<file path="src/rtl/gcu_task_scheduler_if.sv">
`default_nettype none
// ============================================================================
//  Module      : gcu_task_pkg / gcu_task_if
//  Description : Node descriptor type and the load / dispatch / completion
//                handshake bundle of the GCU task scheduler.
//  Revision    : 1.0  initial release
// ============================================================================

package gcu_task_pkg;
    localparam int NODE_ID_W = 4;
    // Node id all-ones is the root marker, so the table holds one entry fewer.
    localparam int NUM_NODES = 2**NODE_ID_W - 1;
    localparam int CNT_W     = $clog2(NUM_NODES + 1);
    localparam int PAYLOAD_W = 16;

    typedef struct packed {
        logic [NODE_ID_W-1:0] node_id;
        logic [NODE_ID_W-1:0] parent_id;
        logic [CNT_W-1:0]     children_count;
        logic [PAYLOAD_W-1:0] front_size;
    } NodeTask_t;
endpackage

interface gcu_task_if;
    import gcu_task_pkg::*;

    logic                 load_valid;
    logic                 load_ready;
    NodeTask_t            load_task;
    logic                 disp_valid;
    logic                 disp_ready;
    NodeTask_t            disp_task;
    logic                 done_valid;
    logic                 done_ready;
    logic [NODE_ID_W-1:0] done_node_id;

    // Host loader and compute engine side
    modport master (
        output load_valid, load_task, disp_ready, done_valid, done_node_id,
        input  load_ready, disp_valid, disp_task, done_ready
    );

    // Scheduler side
    modport slave (
        input  load_valid, load_task, disp_ready, done_valid, done_node_id,
        output load_ready, disp_valid, disp_task, done_ready
    );
endinterface

`default_nettype wire

</file>
<file path="src/rtl/gcu_task_scheduler.sv">
`default_nettype none
// ============================================================================
//  Module      : gcu_task_scheduler
//  Description : Dependency-driven dispatcher for elimination-tree nodes.
//                Leaves dispatch first; each completion decrements the
//                parent's pending-child count and releases it at zero.
//  Revision    : 1.0  initial release
// ============================================================================

module gcu_task_scheduler
    import gcu_task_pkg::*;
(
    input  logic             clk,
    input  logic             rst,
    input  logic             start,
    input  logic             run,
    gcu_task_if.slave        bus,
    output logic             busy,
    output logic             all_done,
    output logic             err,
    output logic [CNT_W-1:0] loaded_cnt,
    output logic [CNT_W-1:0] completed_cnt
);

    localparam logic [NODE_ID_W-1:0] ROOT_ID   = {NODE_ID_W{1'b1}};
    localparam logic [NODE_ID_W-1:0] ID_LIMIT  = NODE_ID_W'(NUM_NODES);
    localparam logic [NODE_ID_W-1:0] LAST_SLOT = NODE_ID_W'(NUM_NODES - 1);

    localparam logic [1:0] S_IDLE = 2'd0;
    localparam logic [1:0] S_LOAD = 2'd1;
    localparam logic [1:0] S_RUN  = 2'd2;
    localparam logic [1:0] S_DONE = 2'd3;

    logic [1:0]           r_state;
    NodeTask_t            r_tbl     [NUM_NODES];
    logic [CNT_W-1:0]     r_pending [NUM_NODES];
    logic [NUM_NODES-1:0] r_valid;
    logic [NUM_NODES-1:0] r_disp;
    logic [NUM_NODES-1:0] r_comp;
    logic [NODE_ID_W-1:0] r_fifo    [NUM_NODES];
    logic [NODE_ID_W-1:0] r_head;
    logic [NODE_ID_W-1:0] r_tail;
    logic [CNT_W-1:0]     r_fifo_cnt;
    logic                 r_err;
    logic [CNT_W-1:0]     r_loaded;
    logic [CNT_W-1:0]     r_completed;

    function automatic logic [NODE_ID_W-1:0] next_slot(input logic [NODE_ID_W-1:0] ptr);
        return (ptr == LAST_SLOT) ? '0 : ptr + 1'b1;
    endfunction

    // ------------------------------------------------------------------
    // Control decode
    // ------------------------------------------------------------------
    logic w_start_ok;
    logic w_run_ok;
    assign w_start_ok = start && ((r_state == S_IDLE) || (r_state == S_DONE));
    assign w_run_ok   = run && (r_state == S_LOAD);

    // Load path: an id equal to the root marker is outside the table.
    logic                 w_load_fire;
    logic [NODE_ID_W-1:0] w_ld_id;
    logic                 w_ld_in_range;
    logic                 w_ld_accept;
    logic                 w_ld_leaf;
    assign w_load_fire   = bus.load_valid && (r_state == S_LOAD);
    assign w_ld_id       = bus.load_task.node_id;
    assign w_ld_in_range = w_ld_id < ID_LIMIT;
    assign w_ld_accept   = w_load_fire && w_ld_in_range && !r_valid[w_ld_id];
    assign w_ld_leaf     = (bus.load_task.children_count == '0);

    // Completion path; table lookups use clamped indices so that an
    // out-of-range id never addresses past the arrays.
    logic                 w_done_fire;
    logic [NODE_ID_W-1:0] w_dn_id;
    logic                 w_dn_in_range;
    logic [NODE_ID_W-1:0] w_dn_idx;
    logic                 w_dn_legal;
    logic [NODE_ID_W-1:0] w_par;
    logic                 w_par_is_node;
    logic [NODE_ID_W-1:0] w_par_idx;
    logic [CNT_W-1:0]     w_par_pend;
    logic                 w_par_bad;
    logic                 w_par_dec;
    logic                 w_par_push;
    assign w_done_fire   = bus.done_valid && (r_state == S_RUN);
    assign w_dn_id       = bus.done_node_id;
    assign w_dn_in_range = w_dn_id < ID_LIMIT;
    assign w_dn_idx      = w_dn_in_range ? w_dn_id : '0;
    assign w_dn_legal    = w_done_fire && w_dn_in_range && r_disp[w_dn_idx] && !r_comp[w_dn_idx];
    assign w_par         = r_tbl[w_dn_idx].parent_id;
    assign w_par_is_node = (w_par != ROOT_ID);
    assign w_par_idx     = w_par_is_node ? w_par : '0;
    assign w_par_pend    = r_pending[w_par_idx];
    // A completion naming an unloaded parent, or one with no children left, is a protocol error.
    assign w_par_bad     = w_par_is_node && (!r_valid[w_par_idx] || (w_par_pend == '0));
    assign w_par_dec     = w_dn_legal && w_par_is_node && !w_par_bad;
    assign w_par_push    = w_par_dec && (w_par_pend == CNT_W'(1));

    logic w_err_set;
    assign w_err_set = (w_load_fire && !w_ld_accept)
                     || (w_done_fire && !w_dn_legal)
                     || (w_dn_legal && w_par_bad);

    // ------------------------------------------------------------------
    // Ready FIFO: loads and completions never fire in the same state, so
    // at most one push per cycle.
    // ------------------------------------------------------------------
    logic                 w_fifo_empty;
    logic                 w_disp_valid;
    logic [NODE_ID_W-1:0] w_head_id;
    logic                 w_pop;
    logic                 w_push;
    logic [NODE_ID_W-1:0] w_push_id;
    assign w_fifo_empty = (r_fifo_cnt == '0);
    assign w_disp_valid = (r_state == S_RUN) && !w_fifo_empty;
    assign w_head_id    = r_fifo[r_head];
    assign w_pop        = w_disp_valid && bus.disp_ready;
    assign w_push       = (w_ld_accept && w_ld_leaf) || w_par_push;
    assign w_push_id    = w_ld_accept ? w_ld_id : w_par_idx;

    // Top-level phase sequencing
    always_ff @(posedge clk) begin
        if (rst) begin
            r_state <= S_IDLE;
        end else begin
            case (r_state)
                S_IDLE:  if (w_start_ok) r_state <= S_LOAD;
                S_LOAD:  if (w_run_ok) r_state <= S_RUN;
                S_RUN:   if (r_completed == r_loaded) r_state <= S_DONE;
                S_DONE:  if (w_start_ok) r_state <= S_LOAD;
                default: r_state <= S_IDLE;
            endcase
        end
    end

    // Descriptor table and pending-child counts; validity is tracked separately,
    // so these arrays never need clearing
    always_ff @(posedge clk) begin
        if (w_ld_accept) begin
            r_tbl[w_ld_id]     <= bus.load_task;
            r_pending[w_ld_id] <= bus.load_task.children_count;
        end
        if (w_par_dec) begin
            r_pending[w_par_idx] <= w_par_pend - 1'b1;
        end
    end

    // Per-node status bitmaps, progress counters and sticky error
    always_ff @(posedge clk) begin
        if (rst || w_start_ok) begin
            r_valid     <= '0;
            r_disp      <= '0;
            r_comp      <= '0;
            r_loaded    <= '0;
            r_completed <= '0;
            r_err       <= 1'b0;
        end else begin
            if (w_ld_accept) begin
                r_valid[w_ld_id] <= 1'b1;
                r_loaded         <= r_loaded + 1'b1;
            end
            if (w_pop) begin
                r_disp[w_head_id] <= 1'b1;
            end
            if (w_dn_legal) begin
                r_comp[w_dn_idx] <= 1'b1;
                r_completed      <= r_completed + 1'b1;
            end
            if (w_err_set) begin
                r_err <= 1'b1;
            end
        end
    end

    // Ready FIFO storage and pointers
    always_ff @(posedge clk) begin
        if (rst || w_start_ok) begin
            r_head     <= '0;
            r_tail     <= '0;
            r_fifo_cnt <= '0;
        end else begin
            if (w_push) begin
                r_fifo[r_tail] <= w_push_id;
                r_tail         <= next_slot(r_tail);
            end
            if (w_pop) begin
                r_head <= next_slot(r_head);
            end
            case ({w_push, w_pop})
                2'b10:   r_fifo_cnt <= r_fifo_cnt + 1'b1;
                2'b01:   r_fifo_cnt <= r_fifo_cnt - 1'b1;
                default: r_fifo_cnt <= r_fifo_cnt;
            endcase
        end
    end

    // ------------------------------------------------------------------
    // Outputs
    // ------------------------------------------------------------------
    assign bus.load_ready = (r_state == S_LOAD);
    assign bus.done_ready = (r_state == S_RUN);
    assign bus.disp_valid = w_disp_valid;
    assign bus.disp_task  = w_disp_valid ? r_tbl[w_head_id] : '0;
    assign busy           = (r_state == S_LOAD) || (r_state == S_RUN);
    assign all_done       = (r_state == S_DONE);
    assign err            = r_err;
    assign loaded_cnt     = r_loaded;
    assign completed_cnt  = r_completed;

endmodule

`default_nettype wire
</file>
<file path="src/flat_wrapper.sv">
// flat-port wrapper written by rule: the top's interface ports become plain ports
module gcu_task_scheduler_flat import gcu_task_pkg::*;
  (clk, rst, start, run, busy, all_done, err, loaded_cnt, completed_cnt, bus_load_valid, bus_load_task, bus_disp_ready, bus_done_valid, bus_done_node_id, bus_load_ready, bus_disp_valid, bus_disp_task, bus_done_ready);
  gcu_task_if bus_i ();
  input  logic clk;
  input  logic rst;
  input  logic start;
  input  logic run;
  output logic busy;
  output logic all_done;
  output logic err;
  output logic [CNT_W-1:0] loaded_cnt;
  output logic [CNT_W-1:0] completed_cnt;
  input wire logic [$bits(bus_i.load_valid)-1:0] bus_load_valid;
  input wire logic [$bits(bus_i.load_task)-1:0] bus_load_task;
  input wire logic [$bits(bus_i.disp_ready)-1:0] bus_disp_ready;
  input wire logic [$bits(bus_i.done_valid)-1:0] bus_done_valid;
  input wire logic [$bits(bus_i.done_node_id)-1:0] bus_done_node_id;
  output wire logic [$bits(bus_i.load_ready)-1:0] bus_load_ready;
  output wire logic [$bits(bus_i.disp_valid)-1:0] bus_disp_valid;
  output wire logic [$bits(bus_i.disp_task)-1:0] bus_disp_task;
  output wire logic [$bits(bus_i.done_ready)-1:0] bus_done_ready;
  assign bus_i.load_valid = bus_load_valid;
  assign bus_i.load_task = bus_load_task;
  assign bus_i.disp_ready = bus_disp_ready;
  assign bus_i.done_valid = bus_done_valid;
  assign bus_i.done_node_id = bus_done_node_id;
  assign bus_load_ready = bus_i.load_ready;
  assign bus_disp_valid = bus_i.disp_valid;
  assign bus_disp_task = bus_i.disp_task;
  assign bus_done_ready = bus_i.done_ready;
  gcu_task_scheduler u_core (.clk(clk), .rst(rst), .start(start), .run(run), .bus(bus_i), .busy(busy), .all_done(all_done), .err(err), .loaded_cnt(loaded_cnt), .completed_cnt(completed_cnt));
endmodule
</file>
<file path="config.mk">
export PLATFORM = sky130hd
export DESIGN_NAME = gcu_task_scheduler_flat
export DESIGN_NICKNAME = d
export VERILOG_FILES = /design/src/rtl/gcu_task_scheduler_if.sv /design/src/rtl/gcu_task_scheduler.sv /design/src/flat_wrapper.sv
export SDC_FILE = /design/constraint.sdc
export NUM_CORES = 1
export LEC_CHECK = 0
export CELL_PAD_IN_SITES_DETAIL_PLACEMENT = 1
export CELL_PAD_IN_SITES_GLOBAL_PLACEMENT = 1
export CORE_ASPECT_RATIO = 1.5
export CORE_MARGIN = 8
export CORE_UTILIZATION = 57
export CTS_CLUSTER_SIZE = 30
export DETAILED_ROUTE_END_ITERATION = 6
export PLACE_DENSITY_LB_ADDON = 0.1
export SLEW_MARGIN = 20
export SYNTH_ARGS = -nofsm -noshare
export SYNTH_HDL_FRONTEND = slang
export SYNTH_SLANG_ARGS = --single-unit
</file>
<file path="constraint.sdc">
create_clock -name clk -period 14.07 [get_ports clk]
set_input_delay 2.814 -clock clk [delete_from_list [all_inputs] [get_ports clk]]
set_output_delay 2.814 -clock clk [all_outputs]
set_load 0.02 [all_outputs]
</file>
==> metrics.txt <==
Clock transition at path regs=60 ps; crit path DAT=9130 ps; setup violators final=0; GP Congestion=0.8895; Worst Hold Path Cells=2; worst skew pair latency=610 ps; R2R Setup Slk=8350 ps; wire per inst=a little under 30 um; sink count of the clock tree=612; global-route usage over all layers=26.55%; CP max-delay cell=clkdlybuf4s50_1; WP data required=between 10000 and 15000 ps; hold path start=u_core.r_comp[4]$_SDFFE_PP0P_; GRT overflow=0; Root Buffer=clkbuf_16; initial core utilization=57.54%; Worst slew margin=between 30% and 40%; post-layout worst setup margin=5456 ps; Fin. Hold Viols=0; number of flops mapped to enable cells by yosys=540; Detailed Route WL=69.42 mm; Slew @ Worst Pin=1023 ps; nets@finish=1749; Synth Area in Compound Gates=7.767%; most frequent cells in the layout=edfxtp_1 (540), nor2_1 (159), mux4_2 (101); largest net degree at the start of global routing=69; Yosys cell types=93; vias in the first global route=16259; total power=0.003919 W; commonest non-fill, non-tap cell in the layout=edfxtp_1; Primary FF master, synth=edfxtp_1; die area=0.05218 mm^2; DRT Pass-1 Iters=6; Power Dens Cells=134.7 mW/mm^2; number of buffers added on ports=80; Pleak=9.408 nW; initial antenna violation count=1; multiplexer share of the synthesized area=13.42%; crit path launch type=input port; register area=0.01766 mm^2; hold path endpoint=u_core.r_comp[4]$_SDFFE_PP0P_; Final Cell Area=around 0.029 mm^2; Simple-Gate Fraction of Synth Area=just under 7%; #FFs+latches synth=612; DRC errors left=0; CP Class=in -> reg; synthesized area=0.02565 mm^2; max-cap viol count=0; Num CTS Buffers=55; Initial DRC Count=1063; Mapped Cells=1613; syn_nets=1664; CP cell instances=clkdlybuf4s50_1 > and2_1 > o221ai_1 > a22oi_1 > nand3_2 > nand2_1 > o21ai_1 > a221oi_1 > o31a_1 > inv_1 > ha_1 > inv_1 > nand3_1 > a2111o_1 > nand2_1 > inv_1 > ha_1 > ha_1 > a21o_1 > a21oi_1 > xnor2_1 > or3_1 > a21oi_1; Die Ht=275.8 um; Inst Count DP=between 2000 and 2500; num rows=95; asr flop ratio synth=0%; Fmax=0.1161 GHz; final-report max-slew violation count=0; FILL cells=about 4000; Synth Area per Inst=approximately 16 um^2; diode count=0; Critical Path Sink Type=flip-flop; core region area=0.04457 mm^2; worst min path class=reg -> reg; Non-Filler Instances=2326; unrepaired setup endpoints after global routing=no; R2R cell count=22; fin crit share=61.22%; FF-to-FF Start=u_core.r_tbl[6][20]$_DFFE_PP_; multi-input combinational cell area=between 0.007 and 0.008 mm^2; Layout area overhead=13.48%; synth warn=0; largest family of logic cells by synthesized area=multiplexers; CTS tree=done; status=finished clean; TNS Setup=0 ps; vias=14964; CP max FO=19; post_cts resized=0; # hold bufs at CTS=0; r2r endpoint=u_core.r_fifo_cnt[3]$_SDFFE_PP0P_; register area share after synthesis=between 60 and 70%; Peak VDD IR=166.2 uV; Setup Skew=between 30 and 40 ps; pre-CTS setup slack=roughly 4900 ps; Synth Area in Adders=less than 1%; ratio of cells with drive above 1 in the final layout=17.89%; first-pass GRT wire length=102.7 mm; io pins=81; post-route ant nets=0; Area after DPL=between 0.02 and 0.03 mm^2; XOR/XNOR Fraction of Synth Area=0.4781%; DR vias/cell=6.433; CP peak stage delay=880 ps; H-tree levels=2; HPWL Detailed=roughly 44 mm; fin crit period=8614 ps; Die Wd=around 190 um; Post-CTS Setup Bufs=0; Max Root-Sink Buffers=3
==> synthesized netlist by cell type, drive strengths merged (4+ instances only) <==
cell    count  area share, %
dfxtp      72            5.6
inv        27           0.40
mux2i      73            2.8
xnor2       9           0.31
nand2      65           0.96
o22a        7           0.24
a21oi      89            1.8
nand4       5           0.12
or3         6           0.15
a311oi      4           0.14
mux4      103            9.0
ha         11           0.54
o22ai      11           0.35
nor2b      19           0.47
nor2      173            2.6
a221oi      4           0.23
nand3      19           0.41
o21ai      33           0.67
a22oi       5           0.15
nand2b     12           0.29
mux2       32            1.5
clkbuf     52           0.76
and3       11           0.29
xor2        5           0.17
a21o        5           0.15
edfxtp    540             63
nor3       24           0.51
nor4        4          0.098
o211ai     10           0.35
o221ai     10           0.37
a31oi       8           0.25
a211oi     62            1.8
nand3b      8           0.23
buf        40           0.98
==> worst max-delay path by stage <==
| stage | from | to | slack, ps | depth (start not counted) |
|---|---|---|---|---|
| after floorplan | bus_load_task[24] | u_core.r_pending[0][0]$_DFFE_PP_ | 6570 | 7 |
| after global placement | bus_done_node_id[3] | u_core.r_fifo_cnt[3]$_SDFFE_PP0P_ | 5130 | 23 |
| after detailed placement | bus_done_node_id[3] | u_core.r_fifo_cnt[3]$_SDFFE_PP0P_ | 4930 | 23 |
| after CTS | bus_done_node_id[2] | u_core.r_fifo_cnt[3]$_SDFFE_PP0P_ | 5540 | 23 |
| after global routing | bus_done_node_id[3] | u_core.r_fifo_cnt[3]$_SDFFE_PP0P_ | 5140 | 23 |
| final | bus_done_node_id[2] | u_core.r_fifo_cnt[3]$_SDFFE_PP0P_ | 5460 | 23 |
==> worst max-delay path: cells and delay by family <==
kind / cells / cell delay (ps)
compound gates: 9 / 2270
simple gates: 6 / 2060
buf+inv: 4 / 1160
fa+ha+maj: 3 / 710
xor+xnor: 1 / 110
==> sequential cells by signal (all words and copies together), names as in the netlist, named ones only <==
signal and count:
u_core.completed_cnt 4, u_core.err 1, u_core.loaded_cnt 4, u_core.r_comp 15
u_core.r_disp 15, u_core.r_fifo 60, u_core.r_fifo_cnt 4, u_core.r_head 4
u_core.r_pending 60, u_core.r_state 2, u_core.r_tail 4, u_core.r_tbl 420
u_core.r_valid 15
==> routing by layer <==
metal | global-route usage [%] | share of wire [%]
met1 | 30.71 | 37
met2 | 50.12 | 55
met3 | 3.097 | 4.7
met4 | 9.299 | 3.0
met5 | 0 | 0
==> final cells by class <==
class | count | area share [%]
Sequential cell | 612 | 60.67
Multi-Input combinational cell | 881 | 26.06
Clock buffer | 67 | 5.055
Timing Repair Buffer | 120 | 3.749
Tap cell | 582 | 2.502
Clock inverter | 36 | 1.608
Inverter | 28 | 0.3611
==> metrics by stage <==
step                utilization (%)  hold slack, ps
floorplan                         -           425.8
global placement              60.93           436.5
detailed placement            60.95           444.8
CTS                           65.30           453.2
global route                  65.30           472.8
finish                        65.30           448.6
==> kinds of logic after synthesis <==
group / count (synthesis)
compound gates: 281
xor+xnor: 14
fa+ha+maj: 12
buf+inv: 120
flops: 612
mux: 208
simple gates: 366
==> where the power goes <==
part	switching, W	internal [W]	total [W]	leakage, nW
clock	0.000676	0.000933	0.00161	0.934
combinational	0.000197	0.0000889	0.000286	3.04
sequential	0.0000139	0.00201	0.00202	5.44
No activity file was read; power rests on OpenSTA's default activity.
